### src/rtl/sync_fifo_flags.sv
// Single-clock FIFO with occupancy count, programmable almost-full/almost-empty flags,
// overflow/underflow pulses, synchronous flush and selectable standard/FWFT read mode.
module sync_fifo_flags #(
  parameter int unsigned DATA_WIDTH = 8,
  parameter int unsigned DEPTH      = 16,
  parameter int unsigned ADDR_WIDTH = $clog2(DEPTH),
  parameter bit          FWFT       = 1'b0,
  parameter int unsigned AF_THRESH  = DEPTH - 1,
  parameter int unsigned AE_THRESH  = 1
) (
  input  logic                  clk,
  input  logic                  rst_n,
  input  logic                  clr,
  input  logic                  wr_en,
  input  logic [DATA_WIDTH-1:0] din,
  input  logic                  rd_en,
  output logic [DATA_WIDTH-1:0] dout,
  output logic                  valid,
  output logic                  full,
  output logic                  empty,
  output logic                  almost_full,
  output logic                  almost_empty,
  output logic [ADDR_WIDTH:0]   count,
  output logic                  overflow,
  output logic                  underflow
);

  localparam int unsigned CW = ADDR_WIDTH + 1;

  logic [DATA_WIDTH-1:0] mem [DEPTH];

  logic [ADDR_WIDTH-1:0] wr_ptr_q, wr_ptr_d;
  logic [ADDR_WIDTH-1:0] rd_ptr_q, rd_ptr_d;
  logic [CW-1:0]         count_q, count_d;
  logic                  full_q, full_d;
  logic                  empty_q, empty_d;
  logic                  afull_q, afull_d;
  logic                  aempty_q, aempty_d;
  logic                  ovf_q, ovf_d;
  logic                  unf_q, unf_d;
  logic                  wr_acc, rd_acc;
  logic                  push, pop;
  logic [31:0]           count_ext;

  always_comb begin
    rd_acc    = rd_en & ~empty_q;
    wr_acc    = wr_en & (~full_q | rd_acc);
    // Flush wins over both requests: nothing is stored, popped or flagged as an error.
    push      = wr_acc & ~clr;
    pop       = rd_acc & ~clr;
    ovf_d     = ~clr & wr_en & ~wr_acc;
    unf_d     = ~clr & rd_en & ~rd_acc;
    wr_ptr_d  = wr_ptr_q;
    rd_ptr_d  = rd_ptr_q;
    count_d   = count_q;
    if (clr) begin
      wr_ptr_d = '0;
      rd_ptr_d = '0;
      count_d  = '0;
    end else begin
      if (push) wr_ptr_d = wr_ptr_q + ADDR_WIDTH'(1);
      if (pop)  rd_ptr_d = rd_ptr_q + ADDR_WIDTH'(1);
      count_d = count_q + CW'(push) - CW'(pop);
    end
    count_ext = 32'(count_d);
    full_d    = (count_ext == DEPTH);
    empty_d   = (count_ext == 0);
    afull_d   = (count_ext >= AF_THRESH);
    aempty_d  = (count_ext <= AE_THRESH);
  end

  always_ff @(posedge clk or negedge rst_n) begin
    if (!rst_n) begin
      wr_ptr_q <= '0;
      rd_ptr_q <= '0;
      count_q  <= '0;
      full_q   <= 1'b0;
      empty_q  <= 1'b1;
      afull_q  <= 1'b0;
      aempty_q <= 1'b1;
      ovf_q    <= 1'b0;
      unf_q    <= 1'b0;
    end else begin
      wr_ptr_q <= wr_ptr_d;
      rd_ptr_q <= rd_ptr_d;
      count_q  <= count_d;
      full_q   <= full_d;
      empty_q  <= empty_d;
      afull_q  <= afull_d;
      aempty_q <= aempty_d;
      ovf_q    <= ovf_d;
      unf_q    <= unf_d;
    end
  end

  // Storage is deliberately left unreset.
  always_ff @(posedge clk) begin
    if (push) mem[wr_ptr_q] <= din;
  end

  generate
    if (FWFT) begin : g_fwft
      // Head word is shown directly; forced to zero while empty so reset clears dout.
      assign dout  = empty_q ? '0 : mem[rd_ptr_q];
      assign valid = ~empty_q;
    end else begin : g_std
      logic [DATA_WIDTH-1:0] dout_q;
      logic                  valid_q;

      always_ff @(posedge clk or negedge rst_n) begin
        if (!rst_n) begin
          dout_q  <= '0;
          valid_q <= 1'b0;
        end else begin
          valid_q <= pop;
          if (pop) dout_q <= mem[rd_ptr_q];
        end
      end

      assign dout  = dout_q;
      assign valid = valid_q;
    end
  endgenerate

  assign full         = full_q;
  assign empty        = empty_q;
  assign almost_full  = afull_q;
  assign almost_empty = aempty_q;
  assign count        = count_q;
  assign overflow     = ovf_q;
  assign underflow    = unf_q;

endmodule
### config.mk
export PLATFORM = sky130hd
export DESIGN_NAME = sync_fifo_flags
export DESIGN_NICKNAME = d
export VERILOG_FILES = /design/src/rtl/sync_fifo_flags.sv
export SDC_FILE = /design/constraint.sdc
export NUM_CORES = 1
export LEC_CHECK = 0
export BUFFER_PORTS_ARGS = -buffer_cell sky130_fd_sc_hd__buf_2
export CORE_AREA = 3 3 108 110
export DETAILED_ROUTE_END_ITERATION = 6
export DIE_AREA = 0 0 111 113
export PLACE_DENSITY_LB_ADDON = 0.25
export SLEW_MARGIN = 30
export SYNTH_ARGS = -nofsm -noshare
export SYNTH_HDL_FRONTEND = slang
export SYNTH_SLANG_ARGS = --single-unit
### constraint.sdc
create_clock -name clk -period 3.08 [get_ports clk]
set_clock_uncertainty 0.05 [all_clocks]
set_input_delay 0.462 -clock clk [delete_from_list [all_inputs] [get_ports clk]]
set_output_delay 0.462 -clock clk [all_outputs]
set_load 0.01 [all_outputs]
== After elaboration in Yosys (flattened, before gate mapping) ==
Memory sizes are Yosys's and may differ from the RTL's. A register that Yosys moved wholly into a read port is not among the register bits.
Cells that the tools add are included.
Cells by class
  $add $sub $neg: 4
  $mul: 0
  divide/modulo/power cells: 0
  magnitude comparators: 2
  equal/unequal tests: 1
  shift operators: 0
  mux-type cells: 7
  bitwise gates (word level): 14
  reductions and logical operators: 4
Operator list (number)
  2-to-1 mux 4 bit: 4
  adder 4 x 1 -> 4 bit (second input constant): 2
  AND 1 bit: 8
  adder 5 x 1 -> 5 bit: 1
  equality test 5 bit (second input constant): 1
  >= comparator 5 x 4 -> 1 bit (second input constant): 1
  <= comparator 5 x 1 -> 1 bit (second input constant): 1
  zero test 5 bit: 1
  2-to-1 mux 5 bit: 1
  NOT 1 bit: 5
  subtractor 5 x 1 -> 5 bit: 1
  nonzero test 2 bit: 2
  2-to-1 mux 1 bit: 2
  zero test 1 bit: 1
  bitwise OR 1 bit: 1
Storage, ports and cells
  register bits after elaboration: 20
  latch bits: 0
  RAM bits: 128
  ROM bits: 0
  input bits: 13
  output and inout port bits: 20
  logic and storage cells: 43
  memories kept: 1
Memories
  mem: words 16, bits a word 8, read ports 1, clocked after memory_dff 1, wr ports 1, RTL line 30  | logic [DATA_WIDTH-1:0] mem [DEPTH];

== Longest topological paths before layout ==
Gate-level depths: netlist of run 1.
  depth in word-level cells: 9
  gate-level depth with buffers: 11
  depth with buffers taken out: 11

== Worst setup path before layout of run 1 ==
No wires, ideal clock.
  path type: input -> register
  from: input clr
  to: register empty_q, in the netlist empty
  setup time: 0.101 ns
  arrival: 2.755 ns
  required time: 2.929 ns
  slack: 0.175 ns
  stages: 11
  path buffers: 2
  path through: clkbuf_8 > clkbuf_1 > nand2b_1 > ha_1 > inv_1 > ha_1 > fa_1 > a21o_1 > a21oi_1 > mux2_2 > nor4b_1
Between the ends
  word-level cells in the longest chain between the ends: 6
  elaborated cells between the ends (all ways): 7
  those cells by class: 2 x add/sub; 1 x mux; 3 x bitwise; 1 x reduce/logical
Ends and longest elaborated chain
  start, declared: RTL line 13  | input logic clr,
  NOT 1 bit: RTL line 49, 50
  AND 1 bit: RTL line 49  | push = wr_acc & ~clr;
  adder 5 x 1 -> 5 bit: RTL line 63  | count_d = count_q + CW'(push) - CW'(pop);
  subtractor 5 x 1 -> 5 bit: RTL line 63
  2-to-1 mux 5 bit *: RTL line 56  | if (clr) begin
  net count_d[4]: RTL line 34  | logic [CW-1:0] count_q, count_d;
  zero test 5 bit *: RTL line 67  | empty_d = (count_ext == 0);
  net empty_d: RTL line 36  | logic empty_q, empty_d;
  end signal, assigned: RTL line 88  | empty_q <= empty_d;
  end, declared: RTL line 36
The timed path passes the listed nets; every way through them passes the cells marked *.
A chain may end at the register's enable or synchronous reset.

== Worst setup path in the final report of run 1 ==
  from: register empty_q, in the netlist empty
  to: register aempty_q, in the netlist almost_empty
Between the ends
  word-level cells in the longest chain between the ends: 9
  elaborated cells between the ends (all ways): 10
  those cells by class: 2 x add/sub; 1 x order compare; 1 x mux; 6 x bitwise
Ends and longest elaborated chain
  NOT 1 bit *: RTL line 46  | rd_acc = rd_en & ~empty_q;
  AND 1 bit *: RTL line 46
  bitwise OR 1 bit: RTL line 47  | wr_acc = wr_en & (~full_q | rd_acc);
  AND 1 bit: RTL line 47
  AND 1 bit: RTL line 49
  adder 5 x 1 -> 5 bit: RTL line 63
  subtractor 5 x 1 -> 5 bit *: RTL line 63
  2-to-1 mux 5 bit *: RTL line 56
  net count_d[4]: RTL line 34
  <= comparator 5 x 1 -> 1 bit *: RTL line 69  | aempty_d = (count_ext <= AE_THRESH);
  net aempty_d: RTL line 38  | logic aempty_q, aempty_d;
  end signal, assigned: RTL line 90  | aempty_q <= aempty_d;
  end, declared: RTL line 38
Marked as above.

==> metrics.txt, run 1 <==
status=completed; Clock Latency Late Sink=520 ps; post-synth top area cell=edfxtp_1; Pwr Total=5.49 mW; flops & latches, synth=156; final non-filler cell area=7320 µm²; # H-tree levels=4; Cell Area, Placed=6760 µm²; post-layout net count=417; Synth Flop Type=edfxtp_1; Lkg Pwr=2.61 nW; reg-to-reg slack, setup=240 ps; sequential share of the synthesized area=0.713; crit start category=flip-flop; Post-Syn Instances=328; Sink Count=156; Async S/R FF share, synth=0.179; Initial DRC Count=395; pwr/cell area=750 nW/µm²; Vias/cell=5.91; Max Slew Vio Count=0; estimated wirelength of the detail-placed design=7620 µm; Routed Antenna Nets=0; placed cells=513; Mean Syn Cell Area=19.4 µm²; most area-consuming cells after synthesis=edfxtp_1 (60%), dfrtp_1 (10%), mux4_1 (8.7%), mux4_2 (3.9%), mux2i_1 (2.7%); total grt overflow=0; final hold violations=0; Synth Net Count=352; Place WS=88.1 ps; CP top delay family=adder cells; worst endpoint data arrival time=3220 ps; top cell type's share of synthesized area=0.603; slowest CP cell=fa_1; Placer Congestion=0.737; Post-Layout Cell Count=546; Max VDD drop=400 µV; WP data required=3450 ps; Post-CTS Resized=0; Port Buffer Count=32; CP max stage delay=410 ps; core area=10800 µm²; RSZ-0062 raised after global routing=false; Setup crit end=almost_empty$_DFF_PN1_; Worst Reg-to-Reg Cells=11; # IOs=33; root buffer selected by CTS=clkbuf_8; largest net degree at the start of global routing=29; die width=111 µm; # DRC=0; TritonCTS clock tree=done; layout cells sized above 1=0.261; vias in the first global route=3307; Slew HR=0.489; row count=38; initial antenna violation count=0; final setup TNS=0 ps; Syn. warnings=0; First-pass DRT Iterations=5; Mapped Area=6380 µm²; gr usage total=0.209; Final setup viols=0; total number of vias=3228; die extent in y=113 µm; reg2reg start=empty$_DFF_PN1_; Die Footprint=12500 µm²; HP Class=in -> reg; worst reg2reg path endpoint=almost_empty$_DFF_PN1_; Crit. Startpoint=empty$_DFF_PN1_; Max-Cap Viols=0; fin worst setup slack=236 ps; worst slew pin tran=767 ps; EDFF count, synth=128; most common cell after layout, fill and taps aside=edfxtp_1; # diodes=0; Clock Pin Slew Worst Setup and Hold Paths=60 ps; cts bufs inserted=17; fin crit period=2840 ps; CP Class=reg -> reg; CP endpoint kind=flip-flop; CP cell instances=nand2b_4 > a21boi_2 > nand2b_1 > ha_1 > inv_1 > ha_1 > fa_1 > a21o_1 > a21oi_1 > mux2_2 > nor4_1; clock tree buffer depth=2; Final Cycle Share=0.923; Initial Utilization=0.591; Routed WL=12200 µm; Worst path most repeated cell=ha_1; first-pass GRT wire length=19000 µm; Levels on crit path=11; Distinct cells, synth=44; f_max=352 MHz; commonest non-fill, non-tap cells in the layout=edfxtp_1 (128), nor2_1 (37), buf_2 (32); Worst Path Buf+Inv=1; crit-path max FO=5; Layout area overhead=14.7%; WL per Instance=22.3 µm
==> power breakdown <==
part | internal, mW | switching (mW) | total [mW]
Clock | 1.14 | 0.773 | 1.91
Sequential | 2.45 | 0.134 | 2.58
Combinational | 0.499 | 0.500 | 0.999
Total | 4.08 | 1.41 | 5.49
==> worst min-delay path by stage <==
stage / startpoint / endpoint / slack [ps] / cells past startpoint
2_1_floorplan: rst_n / almost_full$_DFF_PN0_ / 120 / 0
3_3_place_gp: rst_n / count[4]$_DFF_PN0_ / 460 / 1
3_5_place_dp: rst_n / count[2]$_DFF_PN0_ / 460 / 1
4_1_cts: wr_en / overflow$_DFF_PN0_ / 150 / 2
5_1_grt: wr_en / overflow$_DFF_PN0_ / 160 / 2
6_report: wr_en / overflow$_DFF_PN0_ / 180 / 2
==> synth_stat cells (2+ instances only) <==
master      n
edfxtp_1  128
nor2_1     37
dfrtp_1    26
mux4_1     21
mux2i_1    17
mux4_2     11
ha_1       10
a221oi_1    8
inv_1       8
nand2_1     8
nor2b_1     4
xnor2_1     4
xor2_1      4
a21oi_1     3
buf_8       3
clkbuf_8    3
a21o_1      2
buf_6       2
dfstp_2     2
mux2_2      2
o211ai_1    2
==> registers in the layout (all words and copies together), names as in the netlist <==
register / flops
almost_empty: 1
empty: 1
almost_full: 1
valid: 1
dout: 8
full: 1
wr_ptr_q: 4
rd_ptr_q: 4
overflow: 1
mem: 128
underflow: 1
count: 5
==> per-stage QoR <==
| step | utilization | hold slack, ps |
|---|---|---|
| after floorplan | - | 116 |
| after global placement | 0.626 | 456 |
| after detailed placement | 0.626 | 463 |
| after CTS | 0.678 | 150 |
| after global routing | 0.678 | 162 |
| final | 0.678 | 179 |
==> kinds of logic (layout without fill, tap and decap cells) <==
kind of cell | count (synthesis) | in the layout | share of synthesized area
flops | 156 | 156 | 0.713
mux | 51 | 51 | 0.156
fa+ha+maj | 11 | 11 | 0.0228
buf+inv | 21 | 99 | 0.0282
compound gates | 17 | 17 | 0.0214
simple gates | 64 | 64 | 0.0483
xor+xnor | 8 | 8 | 0.0110
==> area by class of cell <==
type | count | area [µm²]
Multi-Input combinational cell | 151 | 1650
Fill cell | 697 | 3470
Inverter | 8 | 30.0
Timing Repair Buffer | 59 | 365
Clock inverter | 13 | 126
Sequential cell | 156 | 4550
Clock buffer | 19 | 422
Tap cell | 140 | 175
==> per-layer routing <==
metal  share of wire  vias to the layer above  GRT usage
li1                -                     1432          -
met1            0.43                     1658      0.273
met2            0.48                      111      0.333
met3           0.062                       27     0.0610
met4           0.031                        0     0.0920
met5               0                        -          0
==> what timing repair did <==
item / 4_1_cts / 5_1_grt
hold buffers: 1 / 0
hold endpoints to repair: 26 / 0
setup buffers: 0 / 0
No activity file was read; power rests on OpenSTA's default activity.
==> run 2: changes to the inputs <==
BUFFER_PORTS_ARGS = not set   (was -buffer_cell sky130_fd_sc_hd__buf_2)
DONT_BUFFER_PORTS = 1   (was not set)
==> run 2 against run 1 <==
Compared with the run above:
- utilization fell by 0.13 points
- non-clock buffer count fell by 25
- power rose by 1.3%
- first-iteration DRC count fell by 18%
- sequential share of layout area rose by 0.12 points
- die area did not move
- sequential cell count did not move
- critical path depth did not move
- critical path type unchanged
- largest cell class unchanged
==> metrics.txt, run 2 (synthesis results as in run 1) <==
CP Class=reg -> reg; TritonCTS clock tree=done; # IOs=33 (unchanged); first-pass GRT wire length=19000 µm (+0.11%); fin worst setup slack=198 ps (-38.2 ps); estimated wirelength of the detail-placed design=7540 µm (-1.1%); met3 global-route usage=0.0733 (+0.0123); WL per Instance=23.3 µm (+4.5%); WP data required=3470 ps (+20 ps); Final setup viols=0 (unchanged); placed cells=478 (-6.8%); Slew HR=0.450 (-0.0384); First-pass DRT Iterations=4 (-1); commonest non-fill, non-tap cells in the layout=edfxtp_1 (128), nor2_1 (37), dfrtp_1 (25); # diodes=0 (unchanged); status=completed; most common cell after layout, fill and taps aside=edfxtp_1; crit-path max FO=5 (unchanged); GR met2 Demand/Resource=0.337 (+0.00324); reg2reg start=empty$_DFF_PN1_; reg-to-reg slack, setup=200 ps (-40 ps); global-route met1 utilization=0.269 (-0.00377); largest net degree at the start of global routing=29 (unchanged); Routed Antenna Nets=0 (unchanged); Routed WL=12100 µm (-0.29%); Die Footprint=12500 µm² (unchanged); Layout area overhead=14.5%; Crit. Startpoint=empty$_DFF_PN1_; Max-Cap Viols=0 (unchanged); clock tree buffer depth=2 (unchanged); Max Slew Vio Count=0 (unchanged); Port Buffer Count=0 (-100%); RSZ-0062 raised after global routing=false; Initial DRC Count=322 (-18%); f_max=347 MHz (-1.3%); Max VDD drop=788 µV (+97%); vias in the first global route=3298 (-0.27%); Initial Utilization=0.591 (unchanged); Layout Utilization=0.677 (-0.00127); CP endpoint kind=flip-flop; worst slew pin tran=825 ps (+57.6 ps); final setup TNS=0 ps (unchanged); Lkg Pwr=2.52 nW (-3.3%); Placer Congestion=0.767 (+4.0%); root buffer selected by CTS=clkbuf_8; final hold violations=0 (unchanged); worst endpoint data arrival time=3270 ps (+50 ps); Vias/cell=6.02 (+1.8%); Most flops, register=mem; Post-Layout Cell Count=521 (-4.6%); total number of vias=3136 (-2.9%); max FFs per register=128 (unchanged); pwr/cell area=762 nW/µm² (+1.5%); Clock Latency Late Sink=530 ps (about the same); initial antenna violation count=0 (unchanged); Clock Pin Slew Worst Setup and Hold Paths=60 ps (about the same); core area=10800 µm² (unchanged); die extent in y=113 µm (unchanged); fin crit period=2880 ps (+38.2 ps); gr usage total=0.210 (+0.000336); post-layout net count=392 (-6.0%); Place WS=135 ps (+46.6 ps); min-delay src=rd_en; crit start category=flip-flop; total grt overflow=0 (unchanged); die width=111 µm (unchanged); HP Class=in -> reg; layout cells sized above 1=0.194 (-0.0669); Final Cycle Share=0.936 (+0.0124); # DRC=0 (unchanged); cts bufs inserted=17 (unchanged); row count=38 (unchanged); Sink Count=156 (unchanged); GR peak layer=met2; # H-tree levels=4 (unchanged)
[run 2: cell types whose count changed in the layout (fill, tap and decap cells not counted), moves of 2 or more]
cell | previous run | this run
dlygate4sd3_1 | 1 | 10
clkinv_2 | 4 | 0
buf_4 | 26 | 22
buf_12 | 0 | 2
inv_6 | 0 | 2
buf_2 | 32 | 0
[run 2: metrics by stage]
stage          hold slack, ps  power [mW]  instance area (µm²)
6_report                 44.4        5.56                 7300
2_1_floorplan             116        3.32                 6380
3_3_place_gp              117        3.48                 6590
3_5_place_dp              117        3.50                 6590
5_1_grt                  16.1        5.80                 7300
4_1_cts                  21.4        5.60                 7300
[run 2: final cells by class]
type                    count  area [µm²]
flip-flops and latches    156        4550
well taps                 140         175
clock buffers              18         418
clock inverters            14         170
multi-input cells         151        1660
fillers                   691        3490
repair buffers             34         305
inverters                   8        30.0
[run 2: worst paths after layout]
check,end,cells after the start
max,almost_empty$_DFF_PN1_,11
min in group asynchronous,almost_full$_DFF_PN0_,2
max in group asynchronous,empty$_DFF_PN1_,2
max reg2reg,almost_empty$_DFF_PN1_,11
min,underflow$_DFF_PN0_,1
min reg2reg,rd_ptr_q[3]$_DFFE_PN0P_,2
[run 2: worst max-delay path, stage by stage, from the launching register on]
cell	delay, ps
dfstp_2	400
nand2b_4	170
a21boi_2	170
nand2b_1	70
ha_1	260
inv_1	40
ha_1	210
fa_1	400
a21o_1	170
a21oi_1	150
mux2_2	400
nor4_1	290
[run 2: metal layers]
metal  wire, µm  share of wire
met1       4920           0.41
met2       6070           0.50
met3        947          0.078
met4        183          0.015
met5          0              0
[run 2: where the power goes]
| group | internal, mW | leakage (nW) | total [mW] | switching (mW) |
|---|---|---|---|---|
| registers | 2.45 | 1.50 | 2.65 | 0.203 |
| logic | 0.447 | 0.752 | 0.866 | 0.418 |
| clock network | 1.23 | 0.269 | 2.05 | 0.815 |
[run 2: what timing repair did]
action | in CTS | in global routing
hold endpoints to repair | 168 | 0
hold buffers | 11 | 0
gates resized for setup | 0 | 1
setup endpoints to repair | 0 | 1
setup buffers | 0 | 0
==> run 3: changes to the inputs <==
ABC_AREA = 1   (was not set)
CORE_AREA = 3 3 109 111   (was 3 3 108 110)
DIE_AREA = 0 0 112 114   (was 0 0 111 113)
==> run 3 against run 2 <==
Compared with the run above:
- clock power shrank 13%
- first-iteration DRC count rose by 24%
- sequential share of layout area rose by 0.55 points
- non-clock buffer count is 17 lower
- utilization shrank 1.2 points
- clock-buffer cell count is 11 higher
- via count grew 39%
==> metrics.txt, run 3 <==
die extent in y=114 µm (+0.88%); pwr/cell area=733 nW/µm² (-3.8%); Port Buffer Count=0 (unchanged); core area=10900 µm² (+0.88%); Post-Layout Cell Count=756 (+45%); fin crit period=2800 ps (-86.4 ps); max FFs per register=128 (unchanged); final setup TNS=0 ps (unchanged); estimated wirelength of the detail-placed design=8680 µm (+15%); mux contribution to synthesized area=0 (-0.156); Post-CTS Resized=0 (unchanged); final non-filler cell area=7240 µm² (-0.87%); worst slew pin tran=877 ps (+51.7 ps); Cell Area, Placed=6610 µm² (+0.27%); Synth Flop Type=edfxtp_1; top cell type's share of synthesized area=0.584 (-0.0184); Mapped Area=6580 µm² (+3.2%); total number of vias=4370 (+39%); Placer Congestion=0.877 (+14%); clock tree buffer depth=2 (unchanged); initial antenna violation count=0 (unchanged); Initial Utilization=0.604 (+0.0133); Initial DRC Count=399 (+24%); layout cells sized above 1=0.0633 (-0.131); most common cell after layout, fill and taps aside=nand2_1; Slew HR=0.413 (-0.0366); Vias/cell=5.78 (-4.0%); Routed WL=14400 µm (+19%); commonest non-fill, non-tap cells in the layout=nand2_1 (210), edfxtp_1 (128), nand3_1 (87); WP data required=3490 ps (+20 ps); Die Footprint=12800 µm² (+1.8%); Synth Net Count=616 (+75%); Max-Cap Viols=0 (unchanged); gr usage total=0.241 (+0.0313); fin worst setup slack=285 ps (+86.4 ps); RSZ-0062 raised after global routing=false; CP Class=reg -> reg; Routed Antenna Nets=0 (unchanged); row count=38 (unchanged); first-pass GRT wire length=23100 µm (+22%); Final Cycle Share=0.908 (-0.0281); Post-Synth XOR/XNOR Area=0.00133 (-0.00965); # IOs=33 (unchanged); Layout Utilization=0.665 (-0.0118); commonest cells in the netlist=nand2_1 (210), edfxtp_1 (128), nand3_1 (87), nor2_1 (36), dfrtp_1 (26); post-synthesis simple-gate area fraction=0.218 (+0.170); total grt overflow=0 (unchanged); # hold bufs at CTS=13 (+2); Distinct cells, synth=25 (-43%); Mean Syn Cell Area=11.1 µm² (-43%); flops & latches, synth=156 (unchanged); EDFF count, synth=128 (unchanged); root buffer selected by CTS=clkbuf_8; WL per Instance=19.1 µm (-18%); Syn. warnings=0 (unchanged); cts bufs inserted=17 (unchanged); final hold violations=0 (unchanged); largest net degree at the start of global routing=66 (+130%); Clock Latency Late Sink=530 ps (about the same); Final setup viols=0 (unchanged); worst endpoint data arrival time=3200 ps (-70 ps); status=completed; Lkg Pwr=2.83 nW (+12%); worst hold slack=85.2 ps (+40.8 ps); Pwr Total=5.31 mW (-4.6%); Max VDD drop=652 µV (-17%); # diodes=0 (unchanged); total setup buffers inserted after CTS=0 (unchanged); post-synthesis compound-gate area fraction=0.0221 (+0.000676); TritonCTS clock tree=done; vias in the first global route=4254 (+29%); Sink Count=156 (unchanged); # DRC=0 (unchanged); placed cells=711 (+49%); most area-consuming cells after synthesis=edfxtp_1 (58%), nand2_1 (12%), dfrtp_1 (9.9%), nand3_1 (6.6%), nor2_1 (2.1%); fraction of the mapped netlist area in adder cells=0.0221 (-0.000697); Clock Pin Slew Worst Setup and Hold Paths=60 ps (about the same); die width=112 µm (+0.90%); Place WS=375 ps (+240 ps); Layout area overhead=10.0%; most common cell in the synthesized netlist=nand2_1; HP Class=in -> reg; post-synth top area cell=edfxtp_1; crit-path max FO=6 (+1); f_max=358 MHz (+3.1%); largest family of logic cells by synthesized area=simple AND/OR/NAND/NOR gates; First-pass DRT Iterations=5 (+1); CP endpoint kind=flip-flop; Async S/R FF share, synth=0.179 (unchanged); Max Slew Vio Count=0 (unchanged); sequential share of the synthesized area=0.691 (-0.0218); post-layout net count=627 (+60%); # H-tree levels=4 (unchanged); Post-Syn Instances=592 (+80%); crit start category=flip-flop; Most flops, register=mem
[run 3: power breakdown]
group / switching [mW] / internal, mW
combinational: 0.680 / 0.288
sequential: 0.137 / 2.43
clock: 0.747 / 1.03
total: 1.56 / 3.74
[run 3: logic make-up after synthesis]
kind of cell | after synthesis
compound gates | 29
xor+xnor | 1
fa+ha+maj | 11
buf+inv | 52
flops | 156
simple gates | 343
[run 3: layout make-up]
cell class	instances	area, µm²
clock inverters	3	13.8
flip-flops and latches	156	4550
well taps	140	175
clock buffers	29	479
fillers	805	3650
repair buffers	17	183
inverters	27	106
multi-input cells	384	1740
[run 3: path summary, 6_finish.rpt]
check | from | endpoint | slack [ps] | depth (start not counted)
worst max-delay path | empty$_DFF_PN1_ | almost_empty$_DFF_PN1_ | 280 | 14
worst min-delay path | wr_en | overflow$_DFF_PN0_ | 90 | 3
worst max register to register | empty$_DFF_PN1_ | almost_empty$_DFF_PN1_ | 280 | 14
worst min register to register | empty$_DFF_PN1_ | underflow$_DFF_PN0_ | 490 | 2
max in group asynchronous | rst_n | empty$_DFF_PN1_ | 2430 | 2
min in group asynchronous | rst_n | count[1]$_DFF_PN0_ | 320 | 2
[run 3: routing by layer]
layer | wire [µm] | vias to the layer above | global-route usage
met3 | 956 | 26 | 0.0615
met4 | 291 | 0 | 0.0970
li1 | - | 2036 | -
met1 | 6150 | 2141 | 0.321
met2 | 7050 | 167 | 0.384
met5 | 0 | - | 0
[run 3: critical path: stages (launching register included)]
cell and delay [ps]:
dfstp_2 390, inv_1 70, nand2_2 90, nand2_1 90
nand2_2 80, nor2_1 160, inv_1 60, ha_1 270
inv_1 40, ha_1 210, fa_1 430, or2_2 310
nand3_1 140, o21ai_0 160, nor2_1 170
